**src/rtl/mem_arbiter.sv**
```systemverilog
// mem_arbiter: serialises instruction-fetch and load/store requests onto a
// single word-wide memory port. Data requests win over fetches. Every access
// walks IDLE -> ACCESS -> WAIT -> RESP and returns a one-cycle acknowledge.
//
// Optional feature: define MISALIGN_TRAP_EN to trap data requests whose byte
// address is not word aligned. A trapped request issues no memory strobe and
// is acknowledged with d_err one cycle after acceptance. When the macro is
// left undefined, the low address bits are ignored and d_err is always 0.
module mem_arbiter #(
    parameter int ADDR_WIDTH = 32,
    parameter int DATA_WIDTH = 32
) (
    input  logic                  clk,
    input  logic                  rst,
    input  logic                  i_req,
    input  logic [ADDR_WIDTH-1:0] i_addr,
    output logic                  i_ack,
    output logic [DATA_WIDTH-1:0] i_rdata,
    input  logic                  d_req,
    input  logic                  d_we,
    input  logic [ADDR_WIDTH-1:0] d_addr,
    input  logic [DATA_WIDTH-1:0] d_wdata,
    input  logic [3:0]            d_be,
    output logic                  d_ack,
    output logic [DATA_WIDTH-1:0] d_rdata,
    output logic                  d_err,
    output logic                  m_rd,
    output logic                  m_wr,
    output logic [ADDR_WIDTH-1:0] m_addr,
    output logic [DATA_WIDTH-1:0] m_wdata,
    output logic [3:0]            m_be,
    input  logic [DATA_WIDTH-1:0] m_rdata
);

    typedef enum logic [1:0] {IDLE, ACCESS, WAIT, RESP} state_t;

    state_t state;
    state_t state_nxt;
    logic   owner_data;
    logic   we_q;
    logic   trap_q;
    logic   unused_addr_bits;

    // The two low address bits never reach the memory port.
    assign unused_addr_bits = ^{i_addr[1:0], d_addr[1:0]};

`ifndef MISALIGN_TRAP_EN
    assign trap_q = 1'b0;
`endif

    // State register plus the request capture and read-data return registers.
    always_ff @(posedge clk or posedge rst) begin
        if (rst) begin
            state      <= IDLE;
            owner_data <= 1'b0;
            we_q       <= 1'b0;
            m_addr     <= '0;
            m_wdata    <= '0;
            m_be       <= 4'h0;
            i_rdata    <= '0;
            d_rdata    <= '0;
`ifdef MISALIGN_TRAP_EN
            trap_q     <= 1'b0;
`endif
        end else begin
            state <= state_nxt;
            if (state == IDLE) begin
                if (d_req) begin
                    owner_data <= 1'b1;
                    we_q       <= d_we;
                    m_addr     <= {d_addr[ADDR_WIDTH-1:2], 2'b00};
                    m_wdata    <= d_wdata;
                    m_be       <= d_we ? d_be : 4'hF;
`ifdef MISALIGN_TRAP_EN
                    trap_q     <= (d_addr[1:0] != 2'b00);
`endif
                end else if (i_req) begin
                    owner_data <= 1'b0;
                    we_q       <= 1'b0;
                    m_addr     <= {i_addr[ADDR_WIDTH-1:2], 2'b00};
                    m_be       <= 4'hF;
`ifdef MISALIGN_TRAP_EN
                    trap_q     <= 1'b0;
`endif
                end
            end
            if (state == WAIT) begin
                if (owner_data) begin
                    d_rdata <= m_rdata;
                end else begin
                    i_rdata <= m_rdata;
                end
            end
        end
    end

    // Next-state logic; requests are looked at only while idle.
    always_comb begin
        state_nxt = state;
        case (state)
            IDLE:    if (d_req || i_req) state_nxt = ACCESS;
            ACCESS:  state_nxt = trap_q ? RESP : WAIT;
            WAIT:    state_nxt = RESP;
            RESP:    state_nxt = IDLE;
            default: state_nxt = IDLE;
        endcase
    end

    // Strobes and acknowledges decoded purely from registered state.
    always_comb begin
        m_rd  = 1'b0;
        m_wr  = 1'b0;
        i_ack = 1'b0;
        d_ack = 1'b0;
        d_err = 1'b0;
        if (state == ACCESS && !trap_q) begin
            m_wr = owner_data && we_q;
            m_rd = !(owner_data && we_q);
        end
        if (state == RESP) begin
            i_ack = !owner_data;
            d_ack = owner_data;
            d_err = owner_data && trap_q;
        end
    end

endmodule

```
**config.mk**
```make
export PLATFORM = sky130hd
export DESIGN_NAME = mem_arbiter
export DESIGN_NICKNAME = d
export VERILOG_FILES = /design/src/rtl/mem_arbiter.sv
export SDC_FILE = /design/constraint.sdc
export NUM_CORES = 1
export LEC_CHECK = 0
export BUFFER_PORTS_ARGS = -buffer_cell sky130_fd_sc_hd__buf_4
export CAP_MARGIN = 20
export CORE_MARGIN = 3
export CORE_UTILIZATION = 31
export CTS_BUF_LIST = sky130_fd_sc_hd__clkbuf_4 sky130_fd_sc_hd__clkbuf_8
export CTS_CLUSTER_DIAMETER = 50
export DETAILED_ROUTE_END_ITERATION = 16
export GPL_ROUTABILITY_DRIVEN = 0
export HOLD_SLACK_MARGIN = 0.1
export PLACE_DENSITY = 0.56
export RECOVER_POWER = 100
export SLEW_MARGIN = 10
export SYNTH_ARGS = -nofsm -noshare
export SYNTH_HDL_FRONTEND = slang
export SYNTH_SLANG_ARGS = --single-unit
```
**constraint.sdc**
```tcl
create_clock -name clk -period 4.8 [get_ports clk]
set_input_delay 0.24 -clock clk [delete_from_list [all_inputs] [get_ports clk]]
set_output_delay 0.24 -clock clk [all_outputs]
set_load 0.02 [all_outputs]
```
==> reports/qor.csv, run 1 <==
metric,value,unit
status,finished with violations,
violations,"capacitance limit, slew limit",
synth.most_common_cell,dfrtp_1,
core,16820,um^2
hp-class,in2reg,
slew_viol_final,177,
nets,918,
peakVddDrop,0.2714,mV
path_max_fanout,38,
io_buffer_count,266,
initial_core_util,0.3203,
arrival,3920,ps
ant_nets,0,
synth.cell_area,5388,um^2
cts_resized,0,
critPathSlowestCell,nand2_1,
rsz0062_at_grt,false,
reg2regPathDepth,8,
cts_buffers,17,
h-tree-depth,4,
post-route-util,0.5185,
first_iter_violations,109,
antenna_found_initial,0,
place_area,7595,um^2
power.density,661.4,nW/um^2
layout.area.seq,3353,um^2
cts.sinks,134,
worstPathRequired,5130,ps
setup.worst_path.end,m_addr[17]$_DFFE_PP0P_,
avgSynthCellArea,13.96,um^2
grt_pass1_vias,4981,
final.fill_count,1600,
fmax,0.2781,GHz
drc_errors,0,
via_count,4696,
synthToLayoutAreaGrowth,61.84,%
period_share,0.7490,
critical_path_class,reg2reg,
die_y,137.8,um
startpoint_type,flop,
ys_top_cells_by_area,"dfrtp_1 62%, mux2_2 20%, o32ai_1 4.4%, o22ai_1 3.7%, nor2_1 2.2%",
track_usage,0.1681,
io_pins,274,
ctsHoldBuffers,126,
antennaDiodeCount,0,
crit_family,buffers and inverters,
setup_violations,0,
hold_viol,0,
post_cts_buffers,0,
reg2reg_slack,1200,ps
worst-slew-pin-transition,2304,ps
slew_headroom,-0.5359,
async_flop_share,1.000,
die-area,19000,um^2
overflow,0,
layout-drive-gt1-share,0.3321,
grt_pass1_wl,24.85,mm
cts_root_buffer,clkbuf_8,
slowest_delay,930,ps
finalCriticalPeriod,3595,ps
via_per_inst,4.654,
synth-edff-count,0,
synth_top_area_frac,0.6224,
cpMostUsedCell,buf_4,
clk_latency,440,ps
grt_max_degree,111,
p_leak,3.761,nW
cp-startpoint,state[1]$_DFFE_PP0P_,
yosys_most_used_dff,dfrtp_1,
finClkSkew,10.14,ps
wl_per_cell,16.24,um
reg2reg_from,state[1]$_DFFE_PP0P_,
clockBufferDepth,2,
path_buf_inv,4,
synthCells,386,
multi_input_area,1874,um^2
clk_pin_slew_worst_paths,80,ps
power,0.005768,W
path_depth,8,
hpwl,11.22,mm
routed_wl,16.39,mm
ys_ff_latch,134,
fin_setup_tns,0,ps
reg2reg_to,m_addr[17]$_DFFE_PP0P_,
end_kind,flop,
netlist_top_cells_count,"134 x dfrtp_1, 94 x mux2_2, 32 x o22ai_1, 31 x nor2_1, 27 x o32ai_1",
path_cells,"inv_1, ha_1, buf_4, nand2_1, buf_4, o22ai_1, nor2_1, dlygate4sd3_1",
stdcell_area,8720,um^2
yosysSeqAreaShare,0.6224,
dr.pass1.iters,4,
cts_tree,built,
rows,47,
ys.warnings.count,0,
netlist-cell-type-count,27,
die_w,137.8,um
max_cap_violations,3,
yosys.area.top_type,dfrtp_1,
[registers in the layout, indices dropped and copies added (netlist names)]
signal / flops
m_wdata: 32
m_addr: 30
we_q: 1
m_be: 4
i_rdata: 32
state: 2
owner_data: 1
d_rdata: 32
[per-layer routing]
metal	global-route usage	routed length, um	up-vias
met4	0.06751	283	0
met5	0	0	-
met1	0.1943	6502	2286
li1	-	-	2201
met2	0.2890	8300	184
met3	0.05332	1303	25
[cells by family after synthesis]
kind of cell | Yosys count | synth area share
fa+ha+maj | 5 | 0.01161
simple gates | 48 | 0.03878
compound gates | 66 | 0.09080
flops | 134 | 0.6224
mux | 98 | 0.2053
buf+inv | 34 | 0.03042
other cells | 1 | 0.0006960
[worst min path at each step]
stage | start | endpoint | cells after the start
finish | i_addr[31] | m_addr[31]$_DFFE_PP0P_ | 4
floorplan | m_rdata[24] | i_rdata[24]$_DFFE_PP0P_ | 1
CTS | i_addr[21] | m_addr[21]$_DFFE_PP0P_ | 4
detailed placement | m_rdata[24] | i_rdata[24]$_DFFE_PP0P_ | 2
global route | i_addr[31] | m_addr[31]$_DFFE_PP0P_ | 4
global placement | m_rdata[25] | i_rdata[25]$_DFFE_PP0P_ | 2
[placed cells by master (no fill, tap or decap)]
master and count:
and3_1 1, conb_1 3, or2_0 1, inv_8 2
o32ai_1 27, inv_6 4, o22a_1 4, dlygate4sd3_1 126
clkbuf_1 138, ha_1 5, clkbuf_8 18, mux2i_1 1
mux2_2 95, o22ai_1 32, a21oi_1 1, a21boi_0 1
and2_1 2, nand2b_1 5, nor2b_1 1, buf_16 1
nor2_1 31, or2_1 1, nand2_1 5, o21ai_0 1
bufinv_16 1, inv_1 4, dfrtp_1 134, clkinvlp_4 4
clkinv_2 1, buf_4 133, mux2_1 2, nand3_1 1
clkinv_4 3
[power breakdown]
| group | switching, W | internal [W] |
|---|---|---|
| clock network | 0.000477 | 0.000437 |
| logic | 0.00161 | 0.00119 |
| registers | 0.000334 | 0.00172 |
[worst register-to-register path: cells and delay by family, from the launching register on]
family	cells	cell delay, ps
AO/OA/AOI/OAI	1	210
adder cells (fa/ha/maj)	1	160
buffers and inverters	4	1660
flip-flops	1	430
AND/OR/NAND/NOR	2	1030
[final cells by class]
cell class | count | share of cell area
Inverter | 5 | 0.002583
Sequential cell | 134 | 0.3846
Clock inverter | 14 | 0.01621
Multi-Input combinational cell | 220 | 0.2150
Tap cell | 220 | 0.03157
Timing Repair Buffer | 398 | 0.3217
Clock buffer | 18 | 0.02841
[per-stage QoR]
step | hold WS, ps | setup WS (ps) | cells
6_report | 142.4 | 1205 | 1009
5_1_grt | 127.3 | 931.6 | 1009
4_1_cts | 105.9 | 1665 | 1009
3_5_place_dp | 471.4 | 2124 | 851
3_3_place_gp | 466.9 | 2228 | 850
2_1_floorplan | 371.7 | 977.2 | 388
(Power assumes the default switching activity.)
==> run 2, diff against run 1 <==
Settings changed: PLACE_DENSITY 0.56 to 0.58.
Clock period 4.8 ns to 3 ns, I/O delays scaled along.
==> run 2 against run 1 <==
- the run still ends with capacitance limit, slew limit left
- maximum frequency rose by 33%
- combinational power up 61%
- non-clock buffer count rose by 6
- clock power rose by 78%
- sequential share of layout area is 0.39 points lower
- first-iteration DRC count is 53% higher
- critical path depth is 3 lower
==> reports/qor.csv, run 2 (synthesis gave the netlist of run 1 again) <==
metric,value,unit
grt_pass1_vias,5133,
worstPathRequired,3320,ps
via_per_inst,4.773,
finalCriticalPeriod,2702,ps
status,finished with violations,
first_iter_violations,167,
synthToLayoutAreaGrowth,63.52,%
grt_max_degree,69,
layout-drive-gt1-share,0.3350,
post-route-util,0.5238,
clk_latency,440,ps
path_max_fanout,23,
routed_wl,16.85,mm
fin_cells,1014,
critical_path_class,reg2reg,
holdPathStages,3,
setup_violations,0,
initial_core_util,0.3203,
layout.area.seq,3353,um^2
slew_headroom,-0.06732,
overflow,0,
die_y,137.8,um
hpwl,11.28,mm
period_share,0.9007,
violations,"capacitance limit, slew limit",
dr.pass1.iters,5,
final.fill_count,1576,
slew_viol_final,69,
cts_root_buffer,clkbuf_8,
dp_cells,853,
worst-slew-pin-transition,1601,ps
reg2reg_from,state[0]$_DFFE_PP0P_,
pre_cts_slack,896.2,ps
arrival,3020,ps
drc_errors,0,
peakVddDrop,0.4307,mV
die_w,137.8,um
track_usage,0.1755,
via_count,4840,
core,16820,um^2
rsz0062_at_grt,false,
hold_viol,0,
power.density,1073,nW/um^2
largestRegisters,"d_rdata: 32 flops, i_rdata: 32 flops, m_wdata: 32 flops",
ant_nets,0,
cts.sinks,134,
h-tree-depth,4,
worstHoldStart,d_req,
final_common_cell,clkbuf_1,
multi_input_area,1877,um^2
mostFrequentLayoutCells,"135 x clkbuf_1, 134 x dfrtp_1, 134 x buf_4",
post_cts_buffers,0,
rows,47,
fmax,0.3701,GHz
grt_pass1_wl,25.91,mm
fin_setup_tns,0,ps
startpoint_type,flop,
setup_slack,297.8,ps
clk_pin_slew_worst_paths,80,ps
clockBufferDepth,2,
end_kind,flop,
hold_ws,282.4,ps
antenna_found_initial,0,
cp-startpoint,state[0]$_DFFE_PP0P_,
hp-class,in2reg,
die-area,19000,um^2
finClkSkew,12.77,ps
wl_per_cell,16.61,um
max_cap_violations,1,
cts_buffers,17,
p_leak,3.817,nW
nets,924,
io_buffer_count,266,
reg2regPathDepth,5,
antennaDiodeCount,0,
reg2reg_slack,300,ps
cts_tree,built,
io_pins,274,
## run 2: where the power goes
group	switching, W	internal [W]
registers	0.000553	0.00275
logic	0.00258	0.00194
clock network	0.000750	0.000880
## run 2: worst paths after layout
check                                               end
worst max-delay path            d_rdata[29]$_DFFE_PP0P_
worst min-delay path                   we_q$_DFFE_PP0P_
worst max register to register  d_rdata[29]$_DFFE_PP0P_
worst min register to register  m_wdata[29]$_DFFE_PP0P_
max in group asynchronous         m_addr[5]$_DFFE_PP0P_
min in group asynchronous       i_rdata[17]$_DFFE_PP0P_
## run 2: metrics by stage
step                power [W]  area (um^2)
finish               0.009453         8810
global route          0.01006         8810
CTS                   0.01035         9355
detailed placement   0.008195         7626
global placement     0.008067         7626
floorplan            0.006047         5399
## run 2: layout make-up
type | count | area share
Sequential cell | 134 | 0.3806
Timing Repair Buffer | 404 | 0.3242
Multi-Input combinational cell | 220 | 0.2130
Tap cell | 220 | 0.03125
Clock buffer | 19 | 0.02968
Clock inverter | 12 | 0.01889
Inverter | 5 | 0.002272
## run 2: routing by layer
layer  track usage  wire (um)  up-vias
met4       0.07684        486        0
met1        0.2032       6589     2355
met2        0.2931       8297      236
met5             0          0        -
met3       0.06245       1472       42
li1              -          -     2207
## run 2: worst max-delay path, stage by stage, from the launching register on
cell and delay [ps]:
dfrtp_1 380, inv_1 100, ha_1 230, nand2_1 390, clkbuf_1 1040, mux2_2 440
## run 2: what timing repair did
action | in CTS | in global routing
resized for setup | 0 | 0
hold endpoints to repair | 148 | 0
hold buffers | 130 | 0
==> run 3, diff against run 2 <==
Settings changed: MAX_ROUTING_LAYER set to met4, PLACE_DENSITY 0.58 to 0.56.
Clock period 3 ns to 2.7 ns, I/O delays scaled along.
==> run 3 against run 2 <==
- clock skew fell by 2.3 ps
- critical path type unchanged
- the run still ends with capacitance limit, slew limit left
- wire length rose by 0.72%
- final cell count rose by 0.20%
- highest routed layer unchanged
==> reports/qor.csv, run 3 (synthesis gave the netlist of run 1 again) <==
metric,value,unit
setup_violations,0,
nets,925,
largestRegisters,"d_rdata: 32 flops, i_rdata: 32 flops, m_wdata: 32 flops",
arrival,2780,ps
die_y,137.8,um
h-tree-depth,4,
grt_pass1_vias,5081,
fin_setup_tns,0,ps
antenna_found_initial,0,
startpoint_type,flop,
first_iter_violations,188,
cts_tree,built,
grt_pass1_wl,25.25,mm
antennaDiodeCount,0,
period_share,0.9117,
hp-class,in2reg,
violations,"capacitance limit, slew limit",
worstPathRequired,3010,ps
fmax,0.4062,GHz
critical_path_class,reg2reg,
power.density,1198,nW/um^2
end_kind,flop,
slew_headroom,-0.1316,
rsz0062_at_grt,false,
final.fill_count,1606,
worst-slew-pin-transition,1697,ps
clockBufferDepth,2,
clk_latency,440,ps
grt_max_degree,77,
via_per_inst,4.694,
overflow,0,
final_common_cell,clkbuf_1,
clk_pin_slew_worst_paths,80,ps
io_pins,274,
layout.area.seq,3353,um^2
die_w,137.8,um
ant_nets,0,
cts.sinks,134,
io_buffer_count,266,
stdcell_area,8832,um^2
slew_viol_final,77,
track_usage,0.1770,
status,finished with violations,
layout-drive-gt1-share,0.3379,
finalCriticalPeriod,2462,ps
die-area,19000,um^2
place_area,7621,um^2
dr.pass1.iters,5,
rows,47,
multi_input_area,1881,um^2
cts_root_buffer,clkbuf_8,
routed_wl,16.97,mm
post_cts_buffers,0,
core,16820,um^2
path_max_fanout,51,
hpwl,11.37,mm
max_cap_violations,1,
via_count,4769,
peakVddDrop,0.4836,mV
wl_per_cell,16.70,um
hold_viol,0,
p_leak,3.824,nW
cts_buffers,17,
drc_errors,0,
finClkSkew,10.42,ps
mostFrequentLayoutCells,"135 x clkbuf_1, 134 x dfrtp_1, 133 x buf_4",
initial_core_util,0.3203,
synthToLayoutAreaGrowth,63.93,%
-- run 3: cell types whose count changed in the layout (fill, tap and decap cells not counted), sizes merged --
cell      change
inv           -1
clkinvlp      +2
bufinv        +1
-- run 3: power by group --
part           internal (W)  switching (W)  total [W]
logic               0.00218        0.00291    0.00509
clock network       0.00103       0.000820    0.00185
registers           0.00306       0.000597    0.00365
-- run 3: per-stage QoR --
stage	power, W	utilization	std cells	hold WS, ps	worst slack [ps]
2_1_floorplan	0.006719	-	388	266.7	899.8
3_3_place_gp	0.008972	0.4531	854	105.9	738.9
3_5_place_dp	0.009106	0.4531	854	109.8	672.2
4_1_cts	0.01155	0.5565	1016	180.6	103.6
5_1_grt	0.01128	0.5251	1016	258.8	33.94
6_report	0.01058	0.5251	1016	245.2	238.3
-- run 3: final timing paths --
check | endpoint | slack, ps | cells past startpoint | startpoint
max reg2reg | m_addr[10]$_DFFE_PP0P_ | 240 | 7 | state[1]$_DFFE_PP0P_
min reg2reg | m_be[2]$_DFFE_PP0P_ | 500 | 1 | m_be[2]$_DFFE_PP0P_
min in group asynchronous | m_wdata[22]$_DFFE_PP0P_ | 260 | 3 | rst
min | owner_data$_DFFE_PP0P_ | 250 | 5 | i_req
max | m_addr[10]$_DFFE_PP0P_ | 240 | 7 | state[1]$_DFFE_PP0P_
max in group asynchronous | d_rdata[1]$_DFFE_PP0P_ | 450 | 4 | rst
-- run 3: area by class of cell --
class	instances	area share
Sequential cell	134	0.3797
Timing Repair Buffer	405	0.3244
Multi-Input combinational cell	220	0.2129
Tap cell	220	0.03117
Clock buffer	18	0.02734
Clock inverter	14	0.02224
Inverter	5	0.002267
-- run 3: timing repair --
item	CTS	global route
hold endpoints to repair	217	0
hold buffers	130	0
resized for setup	0	2
endpoints found under the setup margin	0	26
-- run 3: metal layers --
| layer | wire (um) | part of all wire | global-route usage | vias to the layer above |
|---|---|---|---|---|
| met4 | 214 | 0.013 | 0.05543 | 0 |
| met2 | 8606 | 0.51 | 0.2980 | 212 |
| met1 | 6900 | 0.41 | 0.2032 | 2336 |
| met5 | 0 | 0 | - | - |
| met3 | 1246 | 0.073 | 0.05369 | 16 |
| li1 | - | - | - | 2205 |
-- run 3: critical path: stages, from the launching register on --
cell and delay (ps):
dfrtp_1 420, inv_1 120, ha_2 290, nand2_1 350, buf_12 330, o22ai_1 180, nor2_1 60, dlygate4sd3_1 570
